===== src/rtl/ctrl_pkg.sv =====
// Shared types and encodings for the multi-cycle RV32I main controller.
package ctrl_pkg;

    typedef enum logic [2:0] {
        FETCH  = 3'd0,
        DECODE = 3'd1,
        EXEC   = 3'd2,
        MEM    = 3'd3,
        WB     = 3'd4,
        TRAP   = 3'd5
    } state_e;

    typedef enum logic [2:0] {
        LOAD   = 3'd0,
        STORE  = 3'd1,
        RTYPE  = 3'd2,
        ITYPE  = 3'd3,
        BRANCH = 3'd4
    } iclass_e;

    localparam logic [6:0] OP_LOAD   = 7'b0000011;
    localparam logic [6:0] OP_STORE  = 7'b0100011;
    localparam logic [6:0] OP_RTYPE  = 7'b0110011;
    localparam logic [6:0] OP_ITYPE  = 7'b0010011;
    localparam logic [6:0] OP_BRANCH = 7'b1100011;

    localparam logic [6:0] F7_BASE = 7'b0000000;
    localparam logic [6:0] F7_ALT  = 7'b0100000;

    localparam logic [1:0] ALUOP_ADD   = 2'b00;
    localparam logic [1:0] ALUOP_BR    = 2'b01;
    localparam logic [1:0] ALUOP_FUNCT = 2'b10;

    localparam int         ALU_CTRL_W = 4;
    localparam logic [3:0] ALU_AND = 4'b0000;
    localparam logic [3:0] ALU_OR  = 4'b0001;
    localparam logic [3:0] ALU_ADD = 4'b0010;
    localparam logic [3:0] ALU_SUB = 4'b0110;
    localparam logic [3:0] ALU_SLT = 4'b0111;

endpackage


===== src/rtl/alu_ctrl_decode.sv =====
// Combinational funct decode: instruction class + funct fields -> ALU control
// code, flagging encodings the controller does not support.
module alu_ctrl_decode
    import ctrl_pkg::*;
(
    input  iclass_e               cls_i,
    input  logic [2:0]            funct3_i,
    input  logic [6:0]            funct7_i,
    output logic [ALU_CTRL_W-1:0] alu_ctrl_o,
    output logic                  illegal_op_o
);

    // Per-class funct3/funct7 legality and ALU operation select.
    always_comb begin
        alu_ctrl_o   = ALU_ADD;
        illegal_op_o = 1'b0;
        case (cls_i)
            LOAD, STORE: illegal_op_o = (funct3_i != 3'b010);
            BRANCH: begin
                alu_ctrl_o   = ALU_SUB;
                illegal_op_o = (funct3_i != 3'b000);
            end
            RTYPE, ITYPE: begin
                case (funct3_i)
                    3'b000:  alu_ctrl_o = (cls_i == RTYPE && funct7_i == F7_ALT) ? ALU_SUB : ALU_ADD;
                    3'b111:  alu_ctrl_o = ALU_AND;
                    3'b110:  alu_ctrl_o = ALU_OR;
                    3'b010:  alu_ctrl_o = ALU_SLT;
                    default: illegal_op_o = 1'b1;
                endcase
                // R-type only tolerates the base funct7, plus the alternate one for SUB.
                if (cls_i == RTYPE && funct7_i != F7_BASE &&
                    !(funct3_i == 3'b000 && funct7_i == F7_ALT))
                    illegal_op_o = 1'b1;
            end
            default: illegal_op_o = 1'b1;
        endcase
    end

endmodule


===== src/rtl/multicycle_ctrl.sv =====
// Multi-cycle RV32I main controller: FETCH/DECODE/EXEC/MEM/WB sequencing with
// a memory ready handshake, per-access timeout and sticky trap flags.
module multicycle_ctrl
    import ctrl_pkg::*;
#(
    parameter int MEM_TIMEOUT = 16,
    parameter int ALUCTRL_W   = 4
) (
    input  logic                 clk,
    input  logic                 reset,
    input  logic [6:0]           opcode,
    input  logic [2:0]           funct3,
    input  logic [6:0]           funct7,
    input  logic                 mem_ready,
    output logic                 MemRead,
    output logic                 MemWrite,
    output logic                 RegWrite,
    output logic                 MemtoReg,
    output logic [1:0]           ALUOp,
    output logic                 ALUSrc,
    output logic                 Branch,
    output logic [ALUCTRL_W-1:0] ALUCtrl,
    output logic                 IRWrite,
    output logic                 PCWrite,
    output logic                 instr_done,
    output logic                 illegal,
    output logic                 timeout,
    output logic [2:0]           state
);

    // A zero timeout disables the counter; keep it at least one bit wide.
    localparam int            CW       = (MEM_TIMEOUT > 0) ? $clog2(MEM_TIMEOUT + 1) : 1;
    localparam bit            TO_EN    = (MEM_TIMEOUT > 0);
    localparam logic [CW-1:0] CNT_LAST = TO_EN ? CW'(MEM_TIMEOUT - 1) : '0;

    state_e                  state_q, state_d;
    iclass_e                 cls_q, cls_d, cls_dec;
    logic [ALU_CTRL_W-1:0]   alu_q, alu_d, alu_dec;
    logic [CW-1:0]           cnt_q, cnt_d;
    logic                    illegal_q, illegal_d, timeout_q, timeout_d;
    logic                    op_ok, dec_illegal, wait_req;

    // Opcode -> instruction class; unknown opcodes are flagged here.
    always_comb begin
        op_ok   = 1'b1;
        cls_dec = LOAD;
        case (opcode)
            OP_LOAD:   cls_dec = LOAD;
            OP_STORE:  cls_dec = STORE;
            OP_RTYPE:  cls_dec = RTYPE;
            OP_ITYPE:  cls_dec = ITYPE;
            OP_BRANCH: cls_dec = BRANCH;
            default:   op_ok   = 1'b0;
        endcase
    end

    alu_ctrl_decode u_dec (
        .cls_i        (cls_dec),
        .funct3_i     (funct3),
        .funct7_i     (funct7),
        .alu_ctrl_o   (alu_dec),
        .illegal_op_o (dec_illegal)
    );

    // Next-state, DECODE latching and memory wait timeout.
    always_comb begin
        state_d   = state_q;
        cls_d     = cls_q;
        alu_d     = alu_q;
        cnt_d     = '0;
        illegal_d = illegal_q;
        timeout_d = timeout_q;
        wait_req  = 1'b0;
        case (state_q)
            FETCH: if (mem_ready) state_d = DECODE; else wait_req = 1'b1;
            DECODE: begin
                if (!op_ok || dec_illegal) begin
                    state_d   = TRAP;
                    illegal_d = 1'b1;
                end else begin
                    cls_d   = cls_dec;
                    alu_d   = alu_dec;
                    state_d = EXEC;
                end
            end
            EXEC: begin
                if (cls_q == LOAD || cls_q == STORE) state_d = MEM;
                else if (cls_q == BRANCH)            state_d = FETCH;
                else                                 state_d = WB;
            end
            MEM:     if (mem_ready) state_d = (cls_q == LOAD) ? WB : FETCH; else wait_req = 1'b1;
            WB:      state_d = FETCH;
            TRAP:    state_d = TRAP;
            default: state_d = FETCH;
        endcase
        // Ready in the limit cycle never reaches here, so ready wins the tie.
        if (wait_req && TO_EN) begin
            if (cnt_q == CNT_LAST) begin
                state_d   = TRAP;
                timeout_d = 1'b1;
            end else begin
                cnt_d = cnt_q + CW'(1);
            end
        end
    end

    // State, latched decode and sticky flags.
    always_ff @(posedge clk or negedge reset) begin
        if (!reset) begin
            state_q   <= FETCH;
            cls_q     <= LOAD;
            alu_q     <= ALU_ADD;
            cnt_q     <= '0;
            illegal_q <= 1'b0;
            timeout_q <= 1'b0;
        end else begin
            state_q   <= state_d;
            cls_q     <= cls_d;
            alu_q     <= alu_d;
            cnt_q     <= cnt_d;
            illegal_q <= illegal_d;
            timeout_q <= timeout_d;
        end
    end

    // Strobes from state and latched class; forced low while reset is held.
    always_comb begin
        MemRead    = 1'b0;
        MemWrite   = 1'b0;
        RegWrite   = 1'b0;
        MemtoReg   = 1'b0;
        ALUOp      = ALUOP_ADD;
        ALUSrc     = 1'b0;
        Branch     = 1'b0;
        IRWrite    = 1'b0;
        PCWrite    = 1'b0;
        instr_done = 1'b0;
        if (reset) begin
            case (state_q)
                FETCH: begin
                    MemRead = 1'b1;
                    IRWrite = mem_ready;
                    PCWrite = mem_ready;
                end
                EXEC: begin
                    case (cls_q)
                        LOAD, STORE: begin ALUOp = ALUOP_ADD; ALUSrc = 1'b1; end
                        RTYPE:       ALUOp = ALUOP_FUNCT;
                        ITYPE:       begin ALUOp = ALUOP_FUNCT; ALUSrc = 1'b1; end
                        BRANCH: begin
                            ALUOp      = ALUOP_BR;
                            Branch     = 1'b1;
                            instr_done = 1'b1;
                        end
                        default: ;
                    endcase
                end
                MEM: begin
                    if (cls_q == LOAD) begin
                        MemRead = 1'b1;
                    end else begin
                        MemWrite   = 1'b1;
                        instr_done = mem_ready;
                    end
                end
                WB: begin
                    RegWrite   = 1'b1;
                    MemtoReg   = (cls_q == LOAD);
                    instr_done = 1'b1;
                end
                default: ;
            endcase
        end
    end

    assign ALUCtrl = ALUCTRL_W'(alu_q);
    assign illegal = illegal_q;
    assign timeout = timeout_q;
    assign state   = state_q;

endmodule


===== config.mk =====
export PLATFORM = sky130hd
export DESIGN_NAME = multicycle_ctrl
export DESIGN_NICKNAME = d
export VERILOG_FILES = /design/src/rtl/ctrl_pkg.sv /design/src/rtl/alu_ctrl_decode.sv /design/src/rtl/multicycle_ctrl.sv
export SDC_FILE = /design/constraint.sdc
export NUM_CORES = 1
export LEC_CHECK = 0
export BUFFER_PORTS_ARGS = -buffer_cell sky130_fd_sc_hd__buf_2
export CAP_MARGIN = 20
export CORE_MARGIN = 3
export CORE_UTILIZATION = 52
export CTS_CLUSTER_DIAMETER = 60
export CTS_CLUSTER_SIZE = 40
export DETAILED_ROUTE_END_ITERATION = 8
export GPL_ROUTABILITY_DRIVEN = 1
export PLACE_DENSITY = 0.83
export SYNTH_ARGS = -nofsm -noshare
export SYNTH_HDL_FRONTEND = slang
export SYNTH_SLANG_ARGS = --single-unit

===== constraint.sdc =====
create_clock -name clk -period 3.2 [get_ports clk]
set_input_delay 0 -clock clk [delete_from_list [all_inputs] [get_ports clk]]
set_output_delay 0 -clock clk [all_outputs]
set_load 0.01 [all_outputs]

After elaboration in Yosys (flattened, before gate mapping)
Cells that the tools add are included.
Widths: inputs -> output; s select.
- register bits after elaboration: 17
- latch bits: 0
- memory bits (writable): 0
- ROM bits: 0
- word-level logic and storage cells: 101
- memories kept: 0
- $add $sub $neg: 1
- multiply operators: 0
- div/mod/pow operators: 0
- magnitude comparators: 0
- equal/unequal tests: 24
- shift operators: 0
- mux-type cells: 45
- bitwise operators: 1
- reduce and logical (&&, ||, !) cells: 24
- operator list (operator ; count):
    $mux 3 ; 9
    $mux 1 ; 24
    $eq 3x2->1 const B ; 7
    $eq 7x6->1 const B ; 3
    $eq 3x3->1 const B ; 6
    $pmux 4 s4 ; 1
    $pmux 3 s5 ; 1
    $logic_not 3->1 ; 4
    $pmux 3 s4 ; 1
    $mux 5 ; 2
    $eq 3x1->1 const B ; 3
    $pmux 4 s2 ; 1
    $reduce_or 2->1 ; 4
    $eq 7x2->1 const B ; 1
    $eq 7x5->1 const B ; 1
    $eq 7x7->1 const B ; 1
    $reduce_bool 7->1 ; 1
    $pmux 1 s3 ; 2
    $reduce_and 2->1 ; 3
    $add 5x1->5 const B ; 1
    $eq 5x4->1 const B ; 1
    $reduce_or 5->1 ; 1
    $logic_and 1x1->1 ; 4
    $mux 2 ; 2
    9 further kinds ; 11

Depth between registers and ports, before layout
Gate-level depths: netlist of run 1.
- depth in word-level cells: 12
- gate-level depth with buffers: 6
- gate-level depth less buffers: 6

Cells and area by module
Synthesis of run 1 repeated with hierarchy kept, for this count alone.
- cell total of the unflattened synthesis: 124
- area total of the unflattened synthesis: 1158.6 µm²
- modules (own cells, without submodules) (module ; times used ; cells each ; area an instance (µm²)):
    multicycle_ctrl ; 1 ; 99 ; 1004.7
    alu_ctrl_decode ; 1 ; 25 ; 153.9

Least setup slack after synthesis of run 1
Ideal clock, no wire load.
- path type: register to register
- start point: register state_q[1], in the netlist state[1]
- end point: register alu_q[0], in the netlist ALUCtrl[0]
- arrival: 1638 ps
- required time: 3075 ps
- setup slack: 1437 ps
- cell stages (with the launch flop): 5
- clock period less this slack: 1763 ps
- cell sequence: dfrtp_1 > clkdlybuf4s15_1 > nand2b_1 > nor4_4 > mux2_2
- cells in the longest elaborated chain, start to end: 2
- ends and longest elaborated chain (what ; line ; text):
    start: declaration ; multicycle_ctrl.sv:36 ; state_e state_q, state_d;
    start signal: assignment ; multicycle_ctrl.sv:117 ; state_q <= state_d;
    $eq 3x1->1 ; multicycle_ctrl.sv:74 ; case (state_q)
    $reduce_and 2->1 (no source line) ; n/a ;
    end signal: assignment ; multicycle_ctrl.sv:119 ; alu_q <= alu_d;
    end: declaration ; multicycle_ctrl.sv:38 ; logic [ALU_CTRL_W-1:0] alu_q, alu_d, alu_dec;
Every way passes these cells.
A chain may end at the register's enable or synchronous reset.

Final worst setup path of run 1
- start point: register state_q[0], in the netlist state[0]
- end point: output ALUSrc
- cells in the longest elaborated chain, start to end: 3
- ends and longest elaborated chain (what ; line ; text):
    $eq 3x2->1 ; multicycle_ctrl.sv:139 ; case (state_q)
    $mux 1 ; multicycle_ctrl.sv:139 ;
    $mux 1 ; multicycle_ctrl.sv:138 ; if (reset) begin
    end: declaration ; multicycle_ctrl.sv:20 ; output logic ALUSrc,
Every way passes these cells.

==> results.ini, run 1 <==
[worst_setup_path]
timing.critical_path.fanout_max=14
path_cells=nand2b_1, a2111oi_0, buf_2
worst-path-buf-inv=1
critical_path.max_stage_delay_ps=520
crit_path_start_kind=register
worst_ep_arrival_time_ps=1770
worst_ep_required_time_ps=3200
cpLargestDelayFamily=flip-flops
worst_path_max_delay_cell=dfrtp_1
timing.setup.critical_path_class=register to primary output
endpoint_kind=primary output

[pwr]
cellPowerDensity_nw_per_um2=285
p_leak_nw=0.609
vdd_drop_max_mv=0.263
total_power_uw=372

[detailed_routing]
post_drt_wl_per_cell_um=14.1
violation_count_after_the_first_detailed_routing_iteration=27
length_of_the_first_detailed_routing_pass_in_iterations=4
met2_wirelength_mm=1.34
vias_post_dr=1085
drt_wl_total_mm=2.63
met3WireLength_um=181
vias_per_cell=5.80
route.detailed.drc=0
wl_met1_mm=1.08
max_used_layer=met4
detail-route-antenna-nets=0

[yosys]
synthSimpleGateAreaFrac_pct=30.9
synth_top_family_by_area=simple AND/OR/NAND/NOR gates
yosys_warnings=0
synth_ff_type=dfrtp_1
post_synth_xor_xnor_area_pct=1.60
syn_inst=126
synth_sequential_area_ratio_pct=36.6
postSynthRegisterBits=16
syn-cell-area_um2=1100
synth.mux.area_fraction_pct=6.05
synth_cell_types=45
syn-mean-instance-area_um2=8.70
synth_compound_area_share_pct=15.3
synth.net_count=147
edff_count_synth=0
synth_adder_area_share_pct=1.14
synthArstFlopShare_pct=100

[floorplanning]
design.core.area_um2=1860
die_outline_area_um2=2690
design.portCount=40
die_h_um=51.9
fp-row-count=15
chipWidth_um=51.9
start_util_pct=59.0

[placed_design]
port-buffer-count=38
place_hpwl_mm=2.01
placedCellCount=182
place_congestion=0.824

[cells_and_area]
final_layout_size_suffix_gt1_share_pct=34.6
utilization_pct=70.3
layout.filler_cells=159
num-nets-final=184
insertedDiodeCount=0
syn_to_final_growth_pct=19.2
layout_commonest_cell=buf_2
final_cells=187
commonest_cells_after_routing_fill_and_taps_aside=buf_2 (38), dfrtp_1 (15), nor2_1 (15)

[cts]
cts_tree=done
numCtsBuffers=3
clock_path_buffers=2
cts_htree_levels=1
cts.sink_count=16
clkLatencyLatePin_ps=290
postCtsResizedCells=0
clk_pin_slew_worst_paths_ps=90
clock_tree.root_cell=clkbuf_4

[grt]
first_global_vias=1054
grt_remaining_overflow=0
grt_max_degree=19
antenna_found_initial=0
total_routing_usage_reported_by_global_routing_pct=22.4
wire_length_of_the_first_global_routing_pass_mm=4.49

[worst_hold_path]
worst_hold_path_type=primary input to register

[sta]
setup_tns_ps=0
timing.fmax_mhz=565
finalHoldWorstSlack_ps=46.3
rsz0062_at_grt=no
layout_worst_path_cycle_share_pct=55.3
final_count_of_pins_violating_max_slew=0
finalSetupViolCount=0
report.final.hold_viol_count=0
fin_skew_ps=5.90
finalCriticalPeriod_ps=1770

[status]
status=complete, no violations

[run]
drv_cap=0

[cells in the mapped netlist, types with 3 or more instances]
cell type / instances / share of area (%)
dfrtp_1: 15 / 34
nor2_1: 15 / 5.1
nand2_1: 11 / 3.8
nor3_1: 9 / 4.1
inv_1: 8 / 2.7
nand3_1: 7 / 3.2
a21oi_1: 6 / 2.7
mux2_2: 5 / 5.1
o21ai_0: 4 / 1.8
nand2b_1: 3 / 1.7
[what timing repair did]
| action | CTS | global route |
|---|---|---|
| hold buffers | 1 | 0 |
| setup buffers | 0 | 0 |
| hold endpoints to repair | 16 | 0 |
| setup endpoints to repair | 0 | 0 |
[report_power, final]
group	leakage, nW	switching, mW	internal (mW)
registers	0.199	0.000248	0.202
clock network	0.0210	0.0644	0.0694
logic	0.389	0.0196	0.0158
total	0.609	0.0842	0.287
[cell type report]
| type | instances | area (um2) | share of cell area (%) |
|---|---|---|---|
| flip-flops and latches | 16 | 402 | 30.7 |
| repair buffers | 39 | 200 | 15.3 |
| clock buffers | 4 | 36.3 | 2.78 |
| well taps | 25 | 31.3 | 2.39 |
| inverters | 8 | 30.0 | 2.30 |
| multi-input cells | 95 | 607 | 46.5 |
[state kept, by name, summed over array words and instances (netlist names)]
register	cells
timeout	1
cnt_q	5
state	3
cls_q	3
illegal	1
ALUCtrl	3
[routing by layer]
layer / up-vias / global-route usage (%)
met5: - / 0
met4: 0 / 10.0
met3: 4 / 5.73
met2: 45 / 38.3
met1: 515 / 25.9
li1: 521 / -
[metrics by stage]
stage / area, um2 / worst slack [ps]
floorplan: 1100 / 1440
global placement: 1260 / 1240
detailed placement: 1260 / 1180
CTS: 1310 / 1440
global route: 1310 / 1240
finish: 1310 / 1430
[worst paths after layout]
kind                                startpoint                endpoint  slack [ps]  cells past startpoint
max in group asynchronous                reset  ALUCtrl[1]$_DFFE_PN1P_        2740                      2
hold reg to reg            timeout$_DFFE_PN0P_     timeout$_DFFE_PN0P_         480                      1
setup / recovery            state[0]$_DFF_PN0_                  ALUSrc        1430                      3
hold / removal                       opcode[2]    cls_q[2]$_DFFE_PN0P_          50                      4
min in group asynchronous                reset    cls_q[1]$_DFFE_PN0P_         140                      2
setup reg to reg            state[0]$_DFF_PN0_  ALUCtrl[2]$_DFFE_PN0P_        1480                      3
[logic make-up (layout without fill, tap and decap cells)]
kind of cell	Yosys count	in the layout
other	1	1
adder cells (fa/ha/maj)	1	1
AND/OR/NAND/NOR	61	61
XOR/XNOR	2	2
flip-flops	16	16
AO/OA/AOI/OAI	24	24
multiplexers	6	6
buffers and inverters	15	51
[tightest hold or removal path, delay by kind of cell]
kind | cells | cell delay (ps)
simple gates | 2 | 140
buf+inv | 1 | 80
mux | 1 | 70
(Power assumes the default switching activity.)
==> run 2, diff against run 1 <==
CORE_UTILIZATION = 48   (was 52)
PLACE_DENSITY = 0.78   (was 0.83)
clock period = 1.66 ns   (was 3.2 ns; I/O delays follow)
==> run 2 against run 1 <==
Effect of this change: cell count rose by 7.0%; sequential share of layout area fell by 2.3 points; combinational power rose by 120%; final area rose by 8.3%; sequential power rose by 92%; clock power rose by 90%; critical path type unchanged.
==> results.ini, run 2 (synthesis results as in run 1) <==
[detailed_routing]
post_drt_wl_per_cell_um=13.7  ; was 14.1 um
wl_met1_mm=1.23  ; was 1.08 mm
drt_wl_total_mm=2.73  ; was 2.63 mm
met3WireLength_um=125  ; was 181 um
detail-route-antenna-nets=0  ; unchanged
route.detailed.drc=0  ; unchanged
length_of_the_first_detailed_routing_pass_in_iterations=4  ; unchanged
met2_wirelength_mm=1.36  ; was 1.34 mm
vias_per_cell=5.48  ; was 5.80
max_used_layer=met4  ; unchanged
vias_post_dr=1096  ; was 1085
violation_count_after_the_first_detailed_routing_iteration=14  ; was 27

[worst_setup_path]
worst_path_max_delay_cell=dfrtp_1  ; unchanged
timing.setup.critical_path_class=register to primary output  ; unchanged
endpoint_kind=primary output  ; unchanged
worst_ep_required_time_ps=1660  ; was 3200 ps
path_cells=nand2b_2, a2111oi_1, buf_2  ; was nand2b_1, a2111oi_0, buf_2
timing.critical_path.fanout_max=7  ; was 14
crit_path_start_kind=register  ; unchanged
worst_ep_arrival_time_ps=1580  ; was 1770 ps
critical_path.max_stage_delay_ps=450  ; was 520 ps

[cells_and_area]
largest-register=cnt_q  ; unchanged
insertedDiodeCount=0  ; unchanged
finalInstanceArea_um2=1420  ; was 1310 um2
commonest_cells_after_routing_fill_and_taps_aside=buf_2 (38), nor2_1 (15), dfrtp_1 (14)  ; was buf_2 (38), dfrtp_1 (15), nor2_1 (15)
final_layout_size_suffix_gt1_share_pct=42.2  ; was 34.6%
multi_input_area_um2=629  ; was 607 um2
syn_to_final_growth_pct=29.1  ; was 19.2%
ff_latch_area_um2=403  ; was 402 um2
num-nets-final=195  ; was 184
largest_reg_flops=5  ; unchanged
layout.filler_cells=179  ; was 159
layout_commonest_cell=buf_2  ; unchanged

[floorplanning]
fp-row-count=16  ; was 15
start_util_pct=53.2  ; was 59.0%
chipWidth_um=53.8  ; was 51.9 um
die_outline_area_um2=2890  ; was 2690 um2
design.core.area_um2=2060  ; was 1860 um2
die_h_um=53.8  ; was 51.9 um
design.portCount=40  ; unchanged

[run]
drv_cap=0  ; unchanged

[sta]
report.final.hold_viol_count=0  ; unchanged
timing.fmax_mhz=635
layout_worst_path_cycle_share_pct=94.9
finalSetupViolCount=0  ; unchanged
layout_setup_ws_ps=84.2  ; was 1430 ps
rsz0062_at_grt=no  ; unchanged
finalCriticalPeriod_ps=1580
fin_skew_ps=2.10  ; was 5.90 ps
final_count_of_pins_violating_max_slew=0  ; unchanged

[grt]
grt_max_degree=18  ; was 19
total_routing_usage_reported_by_global_routing_pct=21.0  ; was 22.4%
wire_length_of_the_first_global_routing_pass_mm=4.50  ; was 4.49 mm
grt_remaining_overflow=0  ; unchanged
first_global_vias=1054  ; unchanged
antenna_found_initial=0  ; unchanged

[placed_design]
place_hpwl_mm=2.18  ; was 2.01 mm
postPlaceCellArea_um2=1350  ; was 1260 um2
place_congestion=0.900  ; was 0.824
port-buffer-count=38  ; unchanged
dp_slack_ps=-217  ; was 1180 ps

[cts]
cts.sink_count=16  ; unchanged
clkLatencyLatePin_ps=280  ; was 290 ps
clock_path_buffers=2  ; unchanged
clk_pin_slew_worst_paths_ps=90  ; about the same
clock_tree.root_cell=clkbuf_4  ; unchanged
cts_tree=done  ; unchanged
cts_htree_levels=1  ; unchanged
numCtsBuffers=3  ; unchanged

[pwr]
vdd_drop_max_mv=0.491  ; was 0.263 mV
cellPowerDensity_nw_per_um2=512  ; was 285 nW/um2
p_leak_nw=0.674  ; was 0.609 nW

[worst_hold_path]
worst_hold_path_type=primary input to register  ; unchanged

[status]
status=complete, no violations  ; unchanged

==> run 2: report_power, final <==
part           internal, mW  switching [mW]
combinational        0.0386          0.0406
sequential            0.390        0.000434
clock                 0.133           0.121
total                 0.562           0.162
==> run 2: repair_timing <==
| item | in CTS | in global routing |
|---|---|---|
| gates resized for setup | 2 | 4 |
| setup buffers | 0 | 0 |
| endpoints found under the hold margin | 16 | 0 |
| hold buffers | 1 | 0 |
| endpoints found under the setup margin | 1 | 5 |
==> run 2: cell type report <==
class	instances	share of cell area, %
clock buffers	4	2.56
inverters	8	2.12
well taps	27	2.39
multi-input cells	95	44.5
flip-flops and latches	16	28.5
repair buffers	50	20.0
==> run 2: worst max-delay path, delay by kind of cell (launching register included) <==
family                 cells  cell delay (ps)
buffers and inverters      1              210
flip-flops                 1              450
AND/OR/NAND/NOR            1              260
AO/OA/AOI/OAI              1              380
==> run 2: final timing paths <==
kind	from	slack [ps]	depth (start not counted)	to
worst max-delay path	state[2]$_DFF_PN0_	80	3	ALUSrc
worst min-delay path	opcode[2]	80	4	cls_q[2]$_DFFE_PN0P_
worst max register to register	cnt_q[0]$_DFF_PN0_	100	6	state[1]$_DFF_PN0_
worst min register to register	timeout$_DFFE_PN0P_	490	1	timeout$_DFFE_PN0P_
max in group asynchronous	reset	1200	3	ALUCtrl[1]$_DFFE_PN1P_
min in group asynchronous	reset	200	3	state[2]$_DFF_PN0_
==> run 2: through the flow <==
stage | power [mW] | utilization, % | hold slack [ps] | cells | setup TNS, ps
3_5_place_dp | 0.475 | 65.5 | -25.2 | 195 | -1060
2_1_floorplan | 0.422 | - | -296 | 126 | -446
4_1_cts | 0.734 | 68.0 | 81.0 | 200 | 0
5_1_grt | 0.759 | 68.6 | 85.5 | 200 | 0
6_report | 0.724 | 68.6 | 84.7 | 200 | 0
3_3_place_gp | 0.471 | 65.5 | -30.0 | 195 | -830
==> run 2: per-layer routing <==
layer / track usage (%) / up-vias
met4: 4.26 / 0
met5: 0 / -
met1: 26.9 / 513
met3: 2.49 / 2
li1: - / 552
met2: 37.7 / 29
